$ cat src/rtl/iob_cfg_loader.sv
// Serial configuration loader for the IO block bank: finds the sync word, shifts in one
// payload frame, checks even parity and commits the per-pad TSMUX/DORREG fields in a single update.
//
// state  | meaning
// HUNT   | shifting consumed bits through the sync window, looking for SYNC_WORD
// LOAD   | shifting 3*NUM_IOB payload bits into the shadow register
// PARITY | consuming the even-parity bit that closes the frame
// COMMIT | one cycle: copy shadow to outputs (good) or flag error (bad)
module iob_cfg_loader #(
    parameter int          NUM_IOB   = 6,
    parameter logic [7:0]  SYNC_WORD = 8'hA5
) (
    input  logic                   IOCLK,
    input  logic                   RSTN,
    input  logic                   CFG_EN,
    input  logic                   CFG_DIN,
    input  logic                   CFG_ABORT,
    output logic [2*NUM_IOB-1:0]   TSMUX_O,
    output logic [NUM_IOB-1:0]     DORREG_O,
    output logic                   CFG_BUSY,
    output logic                   CFG_DONE,
    output logic                   CFG_ERR
);

    localparam int NBITS = 3 * NUM_IOB;
    localparam int CW    = $clog2(NBITS + 1);
    localparam logic [CW-1:0] CNT_LAST = CW'(NBITS - 1);

    typedef enum logic [1:0] {
        HUNT   = 2'd0,
        LOAD   = 2'd1,
        PARITY = 2'd2,
        COMMIT = 2'd3
    } state_t;

    state_t               state;
    logic [7:0]           window;
    logic [7:0]           window_nx;
    logic [NBITS-1:0]     shadow;
    logic [CW-1:0]        cnt;
    logic                 par;
    logic [2*NUM_IOB-1:0] tsm_nx;
    logic [NUM_IOB-1:0]   dor_nx;

    assign window_nx = {window[6:0], CFG_DIN};
    assign CFG_BUSY  = (state != HUNT);

    // The first payload bit ends up at the shadow MSB, so IOB 0 sits at the top.
    always_comb begin
        tsm_nx = '0;
        dor_nx = '0;
        for (int i = 0; i < NUM_IOB; i++) begin
            tsm_nx[2*i+1] = shadow[NBITS-1-3*i];
            tsm_nx[2*i]   = shadow[NBITS-2-3*i];
            dor_nx[i]     = shadow[NBITS-3-3*i];
        end
    end

    always_ff @(posedge IOCLK or negedge RSTN) begin
        if (!RSTN) begin
            state    <= HUNT;
            window   <= '0;
            shadow   <= '0;
            cnt      <= '0;
            par      <= 1'b0;
            TSMUX_O  <= '0;
            DORREG_O <= '0;
            CFG_DONE <= 1'b0;
            CFG_ERR  <= 1'b0;
        end else if (CFG_ABORT) begin
            state  <= HUNT;
            window <= '0;
            shadow <= '0;
            cnt    <= '0;
            par    <= 1'b0;
        end else begin
            case (state)
                HUNT: begin
                    if (CFG_EN) begin
                        window <= window_nx;
                        if (window_nx == SYNC_WORD) begin
                            state    <= LOAD;
                            cnt      <= '0;
                            par      <= 1'b0;
                            CFG_DONE <= 1'b0;
                            CFG_ERR  <= 1'b0;
                        end
                    end
                end
                LOAD: begin
                    if (CFG_EN) begin
                        shadow <= {shadow[NBITS-2:0], CFG_DIN};
                        par    <= par ^ CFG_DIN;
                        if (cnt == CNT_LAST) begin
                            state <= PARITY;
                        end else begin
                            cnt <= cnt + CW'(1);
                        end
                    end
                end
                PARITY: begin
                    if (CFG_EN) begin
                        par   <= par ^ CFG_DIN;
                        state <= COMMIT;
                    end
                end
                COMMIT: begin
                    if (!par) begin
                        TSMUX_O  <= tsm_nx;
                        DORREG_O <= dor_nx;
                        CFG_DONE <= 1'b1;
                    end else begin
                        CFG_ERR <= 1'b1;
                    end
                    window <= '0;
                    cnt    <= '0;
                    state  <= HUNT;
                end
                default: state <= HUNT;
            endcase
        end
    end

endmodule

$ cat config.mk
export PLATFORM = sky130hd
export DESIGN_NAME = iob_cfg_loader
export DESIGN_NICKNAME = d
export VERILOG_FILES = /design/src/rtl/iob_cfg_loader.sv
export SDC_FILE = /design/constraint.sdc
export NUM_CORES = 1
export LEC_CHECK = 0
export CORE_MARGIN = 8
export CORE_UTILIZATION = 52
export DETAILED_ROUTE_END_ITERATION = 10
export HOLD_SLACK_MARGIN = 0.02
export PLACE_DENSITY = 0.78
export SKIP_CTS_REPAIR_TIMING = 1
export SLEW_MARGIN = 20
export SYNTH_ARGS = -nofsm -noshare
export SYNTH_HDL_FRONTEND = slang
export SYNTH_SLANG_ARGS = --single-unit
$ cat constraint.sdc
create_clock -name IOCLK -period 2.5 [get_ports IOCLK]
set_clock_uncertainty 0.2 [all_clocks]
set_input_delay 0.375 -clock IOCLK [delete_from_list [all_inputs] [get_ports IOCLK]]
set_output_delay 0.375 -clock IOCLK [all_outputs]
set_load 0.05 [all_outputs]
==> metrics.txt <==
outcome=finished clean; number of antenna cells inserted=0; Row Count=25; vias per cell=around 5.6; pre-CTS worst setup slack=259 ps; type of the setup path with the least slack=reg2out; clock buffer count from CTS=5; min-delay worst type=reg2reg; largest fanout on the critical path=17; area share of the largest cell type after synthesis=0.532; launching element type of the critical path=register; Highest Clock Rate=~450 MHz; number of different library cells in the post-synthesis netlist=38; Syn-to-layout area delta=17.2%; Synth Area in Compound Gates=0.148; maximum clock path buffer count=2; portion of netlist area occupied by mux cells=0.0813; pin count of the biggest net entering global routing=20; drt wl/cell=about 15 um; mean area per synthesized cell=10.3 sq um; worst stage delay on the critical path=440 ps; mapped cell area=about 0.0025 sq mm; total power per unit cell area=slightly below 500 mW/mm^2; CP endpoint kind=output port; GRT Residual Overflow=0; placement-stage cell area=0.00282 sq mm; worst-margin pin slew=about 590 ps; maximum VDD drop=between 0.0002 and 0.0003 V; starting density of the core=0.535; net count of the mapped netlist=254; Total Wirelength=about 4800 um; Root Buffer=sky130_fd_sc_hd__clkbuf_8; worst rel slew slack=0.604; cell taking the most area after synthesis=sky130_fd_sc_hd__dfrtp_1; fin nets=283; portion of the post-synthesis area used by sequential elements=0.532; cell repeated most along the worst path=sky130_fd_sc_hd__buf_4; number of warnings issued by yosys=0; share of flip-flops with an asynchronous set or reset=1.00; CTS sink count=between 50 and 60; Synth Area in Adders=0.0301; cell type group with the largest total delay on the critical path=buffers and inverters; simple-gate area share of the yosys netlist=0.173; residual DRC count=0; xor/xnor share of the synthesized area=0; final critical path time including I/O delays and setup=around 2200 ps; CP arrival=between 1500 and 2000 ps; final hold viol count=0; routed via count=between 1500 and 2000; total of max-cap violations=0; CTS tree=built; standby leakage power=~1.3 nW; total power draw=between 0.001 and 0.0015 W; final worst-path cycle share=0.887; half-perimeter wire length after placement=approximately 3400 um; predominant post-synthesis flop cell=sky130_fd_sc_hd__dfrtp_1; main area contributors after synthesis=sky130_fd_sc_hd__dfrtp_1 (53%), sky130_fd_sc_hd__mux2_1 (8.1%), sky130_fd_sc_hd__a21oi_1 (7.0%); Worst-Skew Late Latency=roughly 310 ps; FF+latch count, synth=53; wire length of the first global-routing pass=approximately 8400 um; Die ar.=0.00727 sq mm; GR Util All Layers=0.141; design area=0.00292 sq mm; data required time of the worst path=around 1900 ps; CTS H-Tree Depth=2; fraction of final layout cells with drive strength greater than 1=0.103; Final Max Slew Viols=0; TNS Setup=0 ps; num ports=26; detailed-routing iteration count for the pre-antenna-repair pass=4; cells along the critical path=inv_1, ha_1, buf_4, inv_2, buf_4; cell with the largest stage delay on the worst path=sky130_fd_sc_hd__dfrtp_1; DRC violation total after the first TritonRoute iteration=118; placer's final routability congestion estimate=0.892; dominant combinational cell family by area after synthesis=simple AND/OR/NAND/NOR gates; floorplan core area=~0.0047 sq mm; Final ANT Viol Nets=0; Chip Height=roughly 85 um; post-synthesis instance total=243; EDFF count, synth=0; vias in the first global route=1834; final worst setup slack=283 ps; final number of setup-violating endpoints=0; count of buffer and inverter cells on the critical path=4; setup repair after global routing missed its margin=false; clock-pin slew of the registers on the worst-case setup and hold paths=100 ps; antenna violations before repair=0; Buffers on Ports=25; die boundary width=around 85 um
==> layout make-up <==
class | count | area [sq um]
repair buffers | 35 | 333
fillers | 406 | 1740
inverters | 8 | 30.0
clock inverters | 3 | 21.3
clock buffers | 5 | 68.8
multi-input cells | 169 | 1080
flip-flops and latches | 53 | 1330
well taps | 54 | 67.6
==> cells in the mapped netlist (all sizes together) (2+ instances only) <==
cell and instances:
or3 2, nand2b 10, o31ai 5, o21ai 8, a211oi 2, a31oi 3
inv 8, nand2 40, buf 7, dfrtp 53, ha 6, nand4bb 3
clkbuf 6, a21oi 35, nor3 2, mux2 18, nor2 10, nor2b 2
nand3 10, and4bb 2
==> cells by family after synthesis <==
family / Yosys count
compound gates: 61
fa+ha+maj: 6
buf+inv: 21
flops: 53
mux: 18
simple gates: 84
==> state kept, by name (all words and copies together) (netlist names) <==
register and flops:
CFG_DONE 1, CFG_ERR 1, DORREG_O 6, TSMUX_O 12, cnt 5, par 1, shadow 18, state 2
window 7
==> layout by cell type, fill, tap and decap left out, drive strengths merged, types with 2 or more instances in the layout <==
cell type | synthesis | routed
and4bb | 2 | 2
dfrtp | 53 | 53
nand3 | 10 | 10
clkdlybuf4s50 | 0 | 23
inv | 8 | 9
a211oi | 2 | 2
clkbuf | 6 | 5
nor2 | 10 | 10
buf | 7 | 11
o31ai | 5 | 5
ha | 6 | 6
o21ai | 8 | 8
nand2 | 40 | 40
nand4bb | 3 | 3
a31oi | 3 | 3
mux2 | 18 | 18
nand2b | 10 | 10
a21oi | 35 | 35
nor2b | 2 | 2
nor3 | 2 | 2
or3 | 2 | 2
==> power by group <==
group | leakage (nW) | internal (W) | switching, W
Clock | 0.0445 | 0.000199 | 0.000284
Sequential | 0.738 | 0.000859 | 0.00000272
Combinational | 0.487 | 0.0000186 | 0.0000429
==> routing by layer <==
layer  global-route usage  vias up  routed length (um)
met5                    0        -                   0
met1                0.174      892                2250
li1                     -      905                   -
met2                0.235       36                2290
met4               0.0478        0                  60
met3               0.0347        4                 189
==> per-stage QoR <==
| step | util | hold slack (ps) | instances |
|---|---|---|---|
| 3_3_place_gp | 0.606 | 132 | 318 |
| 2_1_floorplan | - | -121 | 243 |
| 5_1_grt | 0.627 | 316 | 327 |
| 4_1_cts | 0.625 | -212 | 326 |
| 6_report | 0.627 | 289 | 327 |
| 3_5_place_dp | 0.606 | 131 | 318 |
==> worst reg2reg max path: stages (launching register included) <==
cell                      delay, ps
sky130_fd_sc_hd__dfrtp_1        420
sky130_fd_sc_hd__ha_1           460
sky130_fd_sc_hd__inv_2          130
sky130_fd_sc_hd__nor3_4         230
sky130_fd_sc_hd__buf_12         190
sky130_fd_sc_hd__mux2_1         340
==> final timing paths <==
check,cells after the start,end,slack [ps],startpoint
hold / removal,1,TSMUX_O[1]$_DFFE_PN0P_,290,TSMUX_O[1]$_DFFE_PN0P_
min in group asynchronous,2,DORREG_O[5]$_DFFE_PN0P_,320,RSTN
max in group asynchronous,3,shadow[9]$_DFFE_PN0P_,1180,RSTN
setup reg to reg,5,DORREG_O[3]$_DFFE_PN0P_,410,state[0]$_DFFE_PN0P_
setup / recovery,5,CFG_BUSY,280,state[0]$_DFFE_PN0P_
hold reg to reg,1,TSMUX_O[1]$_DFFE_PN0P_,290,TSMUX_O[1]$_DFFE_PN0P_
Note: power is estimated with default switching activity, not from simulation.
